==> src/rtl/fifo_ctrl_pkg.sv <==
// Shared sizing helpers for the NTT/INTT FIFO-controller group.
// Client modules use these so their FIFO storage matches the pointers produced here.
package fifo_ctrl_pkg;

    localparam int NTT_STAGE_CNT_DEF = 8;
    localparam int MUL_STAGE_CNT_DEF = 4;

    // Width needed to index 'value' entries, never less than one bit.
    function automatic int clog2_min1(input int value);
        int bits;
        bits = 0;
        for (int b = 0; b < 31; b++) begin
            if ((1 << b) < value) begin
                bits = b + 1;
            end
        end
        return (bits < 1) ? 1 : bits;
    endfunction

    function automatic int max_hrs_of(input int nttStageCnt);
        return 1 << (nttStageCnt - 2);
    endfunction

    function automatic int aw_of(input int nttStageCnt, input int mulStageCnt);
        int largest;
        largest = max_hrs_of(nttStageCnt);
        if (mulStageCnt > largest) begin
            largest = mulStageCnt;
        end
        return clog2_min1(largest);
    endfunction

    function automatic int mw_of(input int mulStageCnt);
        return clog2_min1(mulStageCnt - 1);
    endfunction

    // Butterfly stage i delays by half the remaining span; the last stages collapse to one entry.
    function automatic int stage_depth_of(input int nttStageCnt, input int stage);
        int depth;
        depth = max_hrs_of(nttStageCnt) >> stage;
        return (depth < 1) ? 1 : depth;
    endfunction

    function automatic int fifom_depth_of(input int mulStageCnt);
        return (mulStageCnt - 1 < 1) ? 1 : mulStageCnt - 1;
    endfunction

    localparam int MAX_HRS = max_hrs_of(NTT_STAGE_CNT_DEF);
    localparam int AW      = aw_of(NTT_STAGE_CNT_DEF, MUL_STAGE_CNT_DEF);
    localparam int MW      = mw_of(MUL_STAGE_CNT_DEF);

    function automatic int stage_depth(input int stage);
        return stage_depth_of(NTT_STAGE_CNT_DEF, stage);
    endfunction

endpackage

==> src/rtl/mod_counter.sv <==
// Wrapping modulo-DEPTH pointer with a registered wrap pulse.
// A depth of one keeps the pointer at zero and pulses wrap on every enable.
module mod_counter #(
    parameter int DEPTH = 2,
    parameter int W     = 1
) (
    input  logic         clk,
    input  logic         rst,
    input  logic         clr,
    input  logic         en,
    output logic [W-1:0] cnt,
    output logic         wrap
);

    localparam logic [W-1:0] LAST = W'(DEPTH - 1);

    logic [W-1:0] cnt_q;
    logic [W-1:0] cnt_d;
    logic         wrap_q;
    logic         wrap_d;

    always_comb begin
        cnt_d  = cnt_q;
        wrap_d = 1'b0;
        if (en) begin
            wrap_d = (cnt_q == LAST);
            cnt_d  = wrap_d ? '0 : cnt_q + W'(1);
        end
    end

    // Reset and clear both win over an enable arriving in the same cycle.
    always_ff @(posedge clk) begin
        if (rst || clr) begin
            cnt_q  <= '0;
            wrap_q <= 1'b0;
        end else begin
            cnt_q  <= cnt_d;
            wrap_q <= wrap_d;
        end
    end

    assign cnt  = cnt_q;
    assign wrap = wrap_q;

endmodule

==> src/rtl/fifo_addr_counter.sv <==
// Merges NTT/INTT client stage enables and runs one wrapping pointer per butterfly
// stage plus one for the multiplier FIFO; all outputs come straight from flops.
module fifo_addr_counter
    import fifo_ctrl_pkg::*;
#(
    parameter int NTT_STAGE_CNT = 8,
    parameter int MUL_STAGE_CNT = 4,
    parameter int NTT_CNT       = 1,
    parameter int INTT_CNT      = 1,
    localparam int FIFO2_AW     = aw_of(NTT_STAGE_CNT, MUL_STAGE_CNT),
    localparam int FIFOM_AW     = mw_of(MUL_STAGE_CNT)
) (
    input  logic                                clk,
    input  logic                                rst,
    input  logic                                clr,
    input  logic [NTT_CNT*NTT_STAGE_CNT-1:0]    ntt_en,
    input  logic [INTT_CNT*NTT_STAGE_CNT-1:0]   intt_en,
    output logic [NTT_STAGE_CNT*FIFO2_AW-1:0]   fifo2_addr,
    output logic [FIFOM_AW-1:0]                 fifom_addr,
    output logic [NTT_STAGE_CNT-1:0]            wrap
);

    logic [NTT_STAGE_CNT-1:0] stageEn;

    // NTT clients walk the stages in reverse order; coincident enables collapse into one advance.
    for (genvar s = 0; s < NTT_STAGE_CNT; s++) begin : g_merge
        logic [NTT_CNT-1:0]  fromNtt;
        logic [INTT_CNT-1:0] fromIntt;
        for (genvar j = 0; j < NTT_CNT; j++) begin : g_ntt
            assign fromNtt[j] = ntt_en[j*NTT_STAGE_CNT + (NTT_STAGE_CNT - 1 - s)];
        end
        for (genvar k = 0; k < INTT_CNT; k++) begin : g_intt
            assign fromIntt[k] = intt_en[k*NTT_STAGE_CNT + s];
        end
        assign stageEn[s] = (|fromNtt) | (|fromIntt);
    end

    for (genvar i = 0; i < NTT_STAGE_CNT; i++) begin : g_stage
        localparam int D  = stage_depth_of(NTT_STAGE_CNT, i);
        localparam int SW = clog2_min1(D);

        logic [SW-1:0] stageCnt;

        mod_counter #(
            .DEPTH (D),
            .W     (SW)
        ) u_cnt (
            .clk   (clk),
            .rst   (rst),
            .clr   (clr),
            .en    (stageEn[i]),
            .cnt   (stageCnt),
            .wrap  (wrap[i])
        );

        assign fifo2_addr[i*FIFO2_AW +: FIFO2_AW] = FIFO2_AW'(stageCnt);
    end

    mod_counter #(
        .DEPTH (fifom_depth_of(MUL_STAGE_CNT)),
        .W     (FIFOM_AW)
    ) u_fifom (
        .clk   (clk),
        .rst   (rst),
        .clr   (clr),
        .en    (|stageEn),
        .cnt   (fifom_addr),
        .wrap  ()
    );

endmodule

==> config.mk <==
export PLATFORM = sky130hd
export DESIGN_NAME = fifo_addr_counter
export DESIGN_NICKNAME = d
export VERILOG_FILES = /design/src/rtl/fifo_ctrl_pkg.sv /design/src/rtl/mod_counter.sv /design/src/rtl/fifo_addr_counter.sv
export SDC_FILE = /design/constraint.sdc
export NUM_CORES = 1
export LEC_CHECK = 0
export BUFFER_PORTS_ARGS = -buffer_cell sky130_fd_sc_hd__buf_2
export CAP_MARGIN = 20
export CELL_PAD_IN_SITES_DETAIL_PLACEMENT = 0
export CELL_PAD_IN_SITES_GLOBAL_PLACEMENT = 1
export CORE_UTILIZATION = 29
export DETAILED_ROUTE_END_ITERATION = 10
export PLACE_DENSITY = 0.81
export SETUP_SLACK_MARGIN = 0.4
export SYNTH_ARGS = -nofsm -noshare
export SYNTH_HDL_FRONTEND = slang
export SYNTH_SLANG_ARGS = --single-unit
==> constraint.sdc <==
create_clock -name clk -period 1.57 [get_ports clk]
set_input_delay 0.157 -clock clk [delete_from_list [all_inputs] [get_ports clk]]
set_output_delay 0.157 -clock clk [all_outputs]
set_load 0.01 [all_outputs]
# Word-level counts from Yosys, hierarchy flattened
# Index checks and enable logic that the tools add are counted.
[classes]
addsub = 9
n_eq_ne = 6
n_mux = 9
bitwise_logic = 18
reduce_logical = 10
[ops]
columns = ["operator", "count"]
rows = [
  ["2-bit OR reduction", 8],
  ["1-bit inverter", 10],
  ["1-bit OR", 8],
  ["8-bit OR reduction", 1],
  ["6-bit by 1-bit adder with 6-bit output, second input constant", 1],
  ["6-bit == test, second input constant", 1],
  ["6-bit 2-to-1 mux", 1],
  ["5-bit by 1-bit adder with 5-bit output, second input constant", 1],
  ["5-bit == test, second input constant", 1],
  ["5-bit 2-to-1 mux", 1],
  ["2-bit by 1-bit adder with 2-bit output, second input constant", 2],
  ["4-bit by 1-bit adder with 4-bit output, second input constant", 1],
  ["2-bit == test, second input constant", 2],
  ["4-bit == test, second input constant", 1],
  ["2-bit 2-to-1 mux", 2],
  ["4-bit 2-to-1 mux", 1],
  ["1-bit adder, second input constant", 3],
  ["3-bit by 1-bit adder with 3-bit output, second input constant", 1],
  ["3-bit == test, second input constant", 1],
  ["1-bit 2-to-1 mux", 3],
  ["3-bit 2-to-1 mux", 1],
  ["1-bit logical OR", 1],
]
[word_totals]
ff_bits = 33
inputBits = 19
output_inout_bits = 58

# Logic depth before layout (Yosys ltp)
[depth]
depth_word = 3
ltp_mapped = 6

# Hierarchy
# Synthesis repeated with hierarchy kept, for this count alone.
[hier_totals]
cells_unflattened = 175
hier_area_um2 = 1652.8
[by_module_without_submodules]
columns = ["mod", "instances", "cells_each", "area_each_um2", "seq_area_each_um2"]
rows = [
  ["fifo_addr_counter", 1, 42, 295.3, 0.0],
  ["mod_counter at g_stage[0].u_cnt", 1, 29, 285.3, 140.1],
  ["mod_counter at g_stage[1].u_cnt", 1, 29, 285.3, 120.1],
  ["mod_counter at g_stage[2].u_cnt", 1, 24, 215.2, 100.1],
  ["mod_counter at g_stage[3].u_cnt", 1, 15, 171.4, 80.1],
  ["mod_counter at g_stage[4].u_cnt", 1, 11, 123.9, 60.1],
  ["mod_counter at u_fifom", 1, 11, 121.4, 60.1],
  ["mod_counter at g_stage[6].u_cnt ...", 2, 4, 43.8, 20.0],
  ["mod_counter at g_stage[5].u_cnt", 1, 6, 67.6, 40.0],
]

# Worst setup path before layout
# Ideal clock, no wire load.
[synth_timing]
path_kind = "reg2reg"
startpoint = "register g_stage[1].u_cnt.cnt_q[0]"
endpoint = "register g_stage[1].u_cnt.cnt_q[2]"
setup_time_ns = 0.071
arrival_ns = 1.584
setup_slack_ns = -0.085
stages_incl_launch_ff = 6
path_buffers = 0
synth_period_minus_slack_ns = 1.655
path_cell_list = "dfxtp_1 > ha_1 > and3_1 > ha_1 > or4b_1 > a21oi_1"
[synth_via]
elab_chain_len = 2
word_cells_on_any_way = 3
cone_classes = "1 x add/sub; 1 x eq/ne; 1 x mux"
[synth_lines]
columns = ["item", "line", "rtl"]
rows = [
  ["from (decl)", "mod_counter.sv:17", "logic [W-1:0] cnt_q;"],
  ["from (signal assigned)", "mod_counter.sv:37", "cnt_q <= cnt_d;"],
  ["5-bit by 1-bit adder with 5-bit output / 5-bit == test (equally long branches)", "mod_counter.sv:27, mod_counter.sv:26", ""],
  ["5-bit 2-to-1 mux *", "mod_counter.sv:27", "cnt_d = wrap_d ? '0 : cnt_q + W'(1);"],
]
# Every way passes the cells marked *; elsewhere a longest branch is shown, timed or not.
# A chain may end at the register's enable or synchronous reset.

# Worst setup path in the final report
[layout_timing]
startpoint = "register g_stage[1].u_cnt.cnt_q[1]"
endpoint = "register g_stage[1].u_cnt.cnt_q[3]"
# Same word-level chain as after synthesis.

==> impl_metrics.py <==
metrics = {
    "timing": {
        "slew_violations": 0,
        "fmax_mhz": 645,
        "layout_worst_path_cycle_share": 0.987,
        "slew_headroom": 0.647,
        "layout_setup_ws_ns": 0.0204,
        "fin_skew_ns": 0.00198,
        "finalHoldViolations": 0,
        "finalHoldWorstSlack_ns": 0.0990,
        "report.final.setup_viol": 0,
        "min_period_ns": 1.55,
        "worst_pin_slew_ns": 0.528,
        "rsz_0062_raised_after_global_routing": "yes",
    },
    "run_status": {
        "run_status": "completed",
    },
    "placed_design": {
        "io_buffer_count": 49,
        "dp_slack_ns": 0.0124,
        "finalWeightedCongestion": 0.688,
        "detailed_place_hpwl_mm": 2.43,
    },
    "power": {
        "power.density_nw_per_um2": 845,
        "swShare": 0.245,
        "leakage_power_nw": 0.901,
        "clkPwrFrac": 0.425,
        "pwr-share-comb": 0.110,
        "internal_power_w": 0.00133,
        "vdd_ir_drop_max_uv": 241,
        "total_switching_power_w": 0.000431,
        "sequentialPowerShare": 0.465,
    },
    "critical_path": {
        "worst-r2r-setup-slack_ns": 0.02,
        "critical_path.endpoint_type": "flip-flop",
        "critical_path_arrival_ns": 1.77,
        "worst_path_class_setup": "flip-flop to flip-flop",
        "critical_path.max_fanout": 3,
        "worst_setup_path_start_kind": "flip-flop",
        "critical_path_required_ns": 1.79,
    },
    "synthesis": {
        "synth_seq_cells": 31,
        "yosysUniqueCellTypes": 30,
        "synthesis.area_per_instance_um2": 8.66,
        "share_of_the_yosys_chip_area_belonging_to_registers": 0.394,
        "synth-simple-area-share": 0.201,
        "synthAdderAreaFrac": 0.0635,
        "synth_top_family_by_area": "simple AND/OR/NAND/NOR gates",
        "yosysWarningCount": 0,
        "post_synth_inst_count": 182,
        "xor_xnor_cell_area_share_of_the_yosys_netlist": 0.0222,
        "mapped_area_um2": 1580,
        "share_of_the_synthesized_area_in_compound_gates_ao_oa_aoi_oai": 0.121,
        "mux_share_of_post_synthesis_cell_area": 0.0127,
    },
    "die": {
        "initial_core_utilization": 0.305,
        "row_count": 26,
        "io_pins": 77,
        "die-width_um": 75.7,
        "core-area_um2": 5170,
        "floorplan.die_area_um2": 5730,
        "die_height_um": 75.7,
    },
    "detailed_routing": {
        "dr.first_iter.drc_count": 42,
        "pre_antenna_drt_iters": 4,
        "dr_total_vias": 1330,
        "post-route-drc-count": 0,
        "post_route_antenna_net_violation_count": 0,
        "route.detailed.vias_per_inst": 4.32,
        "routed_wl_mm": 3.29,
        "wl_per_cell_um": 10.7,
    },
    "cells_and_area": {
        "final_net_count": 264,
        "drive_above_1_share": 0.412,
        "post-route-util": 0.402,
        "num-fill-cells": 525,
        "mostFrequentLayoutCells": "sky130_fd_sc_hd__buf_2 (49), sky130_fd_sc_hd__conb_1 (27), sky130_fd_sc_hd__dfxtp_1 (23)",
        "flow.area_growth_from_synthesis_pct": 32.0,
        "layout.area.seq_um2": 643,
        "antenna_cells_inserted": 0,
        "final_common_cell": "sky130_fd_sc_hd__buf_2",
        "multi_input_area_um2": 901,
    },
    "clock_tree": {
        "cts.reportedPaths.clkPinSlew_ns": 0.06,
        "h_tree_depth": 2,
        "cts_max_path_buffers": 2,
        "tritoncts": "built",
        "number_of_clock_sinks_seen_by_cts": 31,
        "hold_buffers": 0,
        "root_buffer": "sky130_fd_sc_hd__clkbuf_8",
        "tritoncts.num_buffers": 5,
        "clock_latency_ns": 0.28,
    },
    "global_route": {
        "number_of_global_route_vias_before_repair": 1129,
        "overflow": 0,
        "globalRouteTotalUtil": 0.121,
        "antenna_found_initial": 0,
        "grt_pass1_wl_mm": 5.04,
        "largest_net_degree_at_the_start_of_global_routing": 15,
    },
    "hold_path": {
        "worstHoldPathType": "input pin to flip-flop",
    },
    "job": {
        "max_cap_violations": 0,
    },
}
[worst paths after layout]
path,from,to,depth (start not counted)
setup reg to reg,g_stage[1].u_cnt.cnt[1],g_stage[1].u_cnt.cnt[3],5
hold / removal,ntt_en[0],g_stage[7].u_cnt.wrap,3
setup / recovery,g_stage[1].u_cnt.cnt[1],g_stage[1].u_cnt.cnt[3],5
hold reg to reg,g_stage[4].u_cnt.cnt[1],g_stage[4].u_cnt.cnt[1],2
[flip-flops by register name, summed over array words and instances, names as in the netlist]
signal	flops
g_stage.u_cnt.cnt	21
g_stage.u_cnt.wrap	8
u_fifom.cnt	2
[synthesized netlist by cell type]
cell type,instances,area [um^2]
sky130_fd_sc_hd__dfxtp_1,31,621
sky130_fd_sc_hd__and4_1,1,8.76
sky130_fd_sc_hd__or3b_2,2,17.5
sky130_fd_sc_hd__nor4_1,4,25.0
sky130_fd_sc_hd__nor2_1,16,60.1
sky130_fd_sc_hd__or4b_1,1,10.0
sky130_fd_sc_hd__nand4_1,1,6.26
sky130_fd_sc_hd__ha_1,8,100
sky130_fd_sc_hd__o21ai_0,14,70.1
sky130_fd_sc_hd__nand3b_1,1,7.51
sky130_fd_sc_hd__xor2_1,4,35.0
sky130_fd_sc_hd__a21oi_1,17,85.1
sky130_fd_sc_hd__buf_6,1,11.3
sky130_fd_sc_hd__o21bai_1,1,7.51
sky130_fd_sc_hd__mux2i_1,2,20.0
sky130_fd_sc_hd__clkbuf_1,2,7.51
sky130_fd_sc_hd__nand3_1,3,15.0
sky130_fd_sc_hd__o21ai_1,1,5.00
sky130_fd_sc_hd__or4_1,1,7.51
sky130_fd_sc_hd__nand2_1,15,56.3
sky130_fd_sc_hd__o2111ai_1,1,8.76
sky130_fd_sc_hd__or2_1,1,6.26
sky130_fd_sc_hd__and3_1,1,6.26
sky130_fd_sc_hd__conb_1,1,3.75
sky130_fd_sc_hd__o211ai_1,1,7.51
sky130_fd_sc_hd__or3_1,6,37.5
sky130_fd_sc_hd__a31oi_1,1,6.26
sky130_fd_sc_hd__nor3b_1,5,37.5
sky130_fd_sc_hd__nor3_1,3,15.0
sky130_fd_sc_hd__buf_4,36,270
[power groups by stage]
stage	clock network (W)	logic, W	registers (W)
5_1_grt	0.000823	0.000219	0.000820
4_1_cts	0.000773	0.000185	0.000815
6_report	0.000747	0.000193	0.000817
2_1_floorplan	0	0.000144	0.000845
3_3_place_gp	0	0.000162	0.000839
3_5_place_dp	0	0.000165	0.000841
[cell families after synthesis]
| kind of cell | count (synthesis) |
|---|---|
| simple gates | 61 |
| buf+inv | 39 |
| compound gates | 36 |
| flops | 31 |
| fa+ha+maj | 8 |
| xor+xnor | 4 |
| mux | 2 |
| other cells | 1 |
[repair_timing]
action / in CTS / in global routing
setup endpoints to repair: 8 / 11
resized for setup: 7 / 12
setup buffers: 8 / 1
gates cloned: 0 / 0
pin swaps: 5 / 7
[metal layers]
| layer | up-vias | GRT usage | part of all wire |
|---|---|---|---|
| li1 | 683 | - | - |
| met5 | - | 0 | 0 |
| met1 | 588 | 0.143 | 0.44 |
| met2 | 54 | 0.199 | 0.48 |
| met3 | 5 | 0.0489 | 0.064 |
| met4 | 0 | 0.0432 | 0.014 |
[stage by stage]
stage	setup TNS, ns	area [um^2]	total power, W	std cells
after detailed placement	0	1800	0.00101	291
after CTS	0	2010	0.00177	307
after global routing	-0.0302	2080	0.00186	308
final	0	2080	0.00176	308
after global placement	0	1800	0.00100	291
after floorplan	0	1740	0.000989	208
[critical path: stages (launching register included)]
cell	delay [ns]
sky130_fd_sc_hd__dfxtp_4	0.35
sky130_fd_sc_hd__ha_4	0.15
sky130_fd_sc_hd__and3_4	0.18
sky130_fd_sc_hd__ha_2	0.18
sky130_fd_sc_hd__or4_4	0.51
sky130_fd_sc_hd__a21oi_2	0.11
[layout make-up]
class,instances,area share
multi-input cells,138,0.433
repair buffers,61,0.161
clock buffers,7,0.0517
clock inverters,1,0.00241
well taps,70,0.0421
flip-flops and latches,31,0.309
Power figures use the tool's default switching activity.
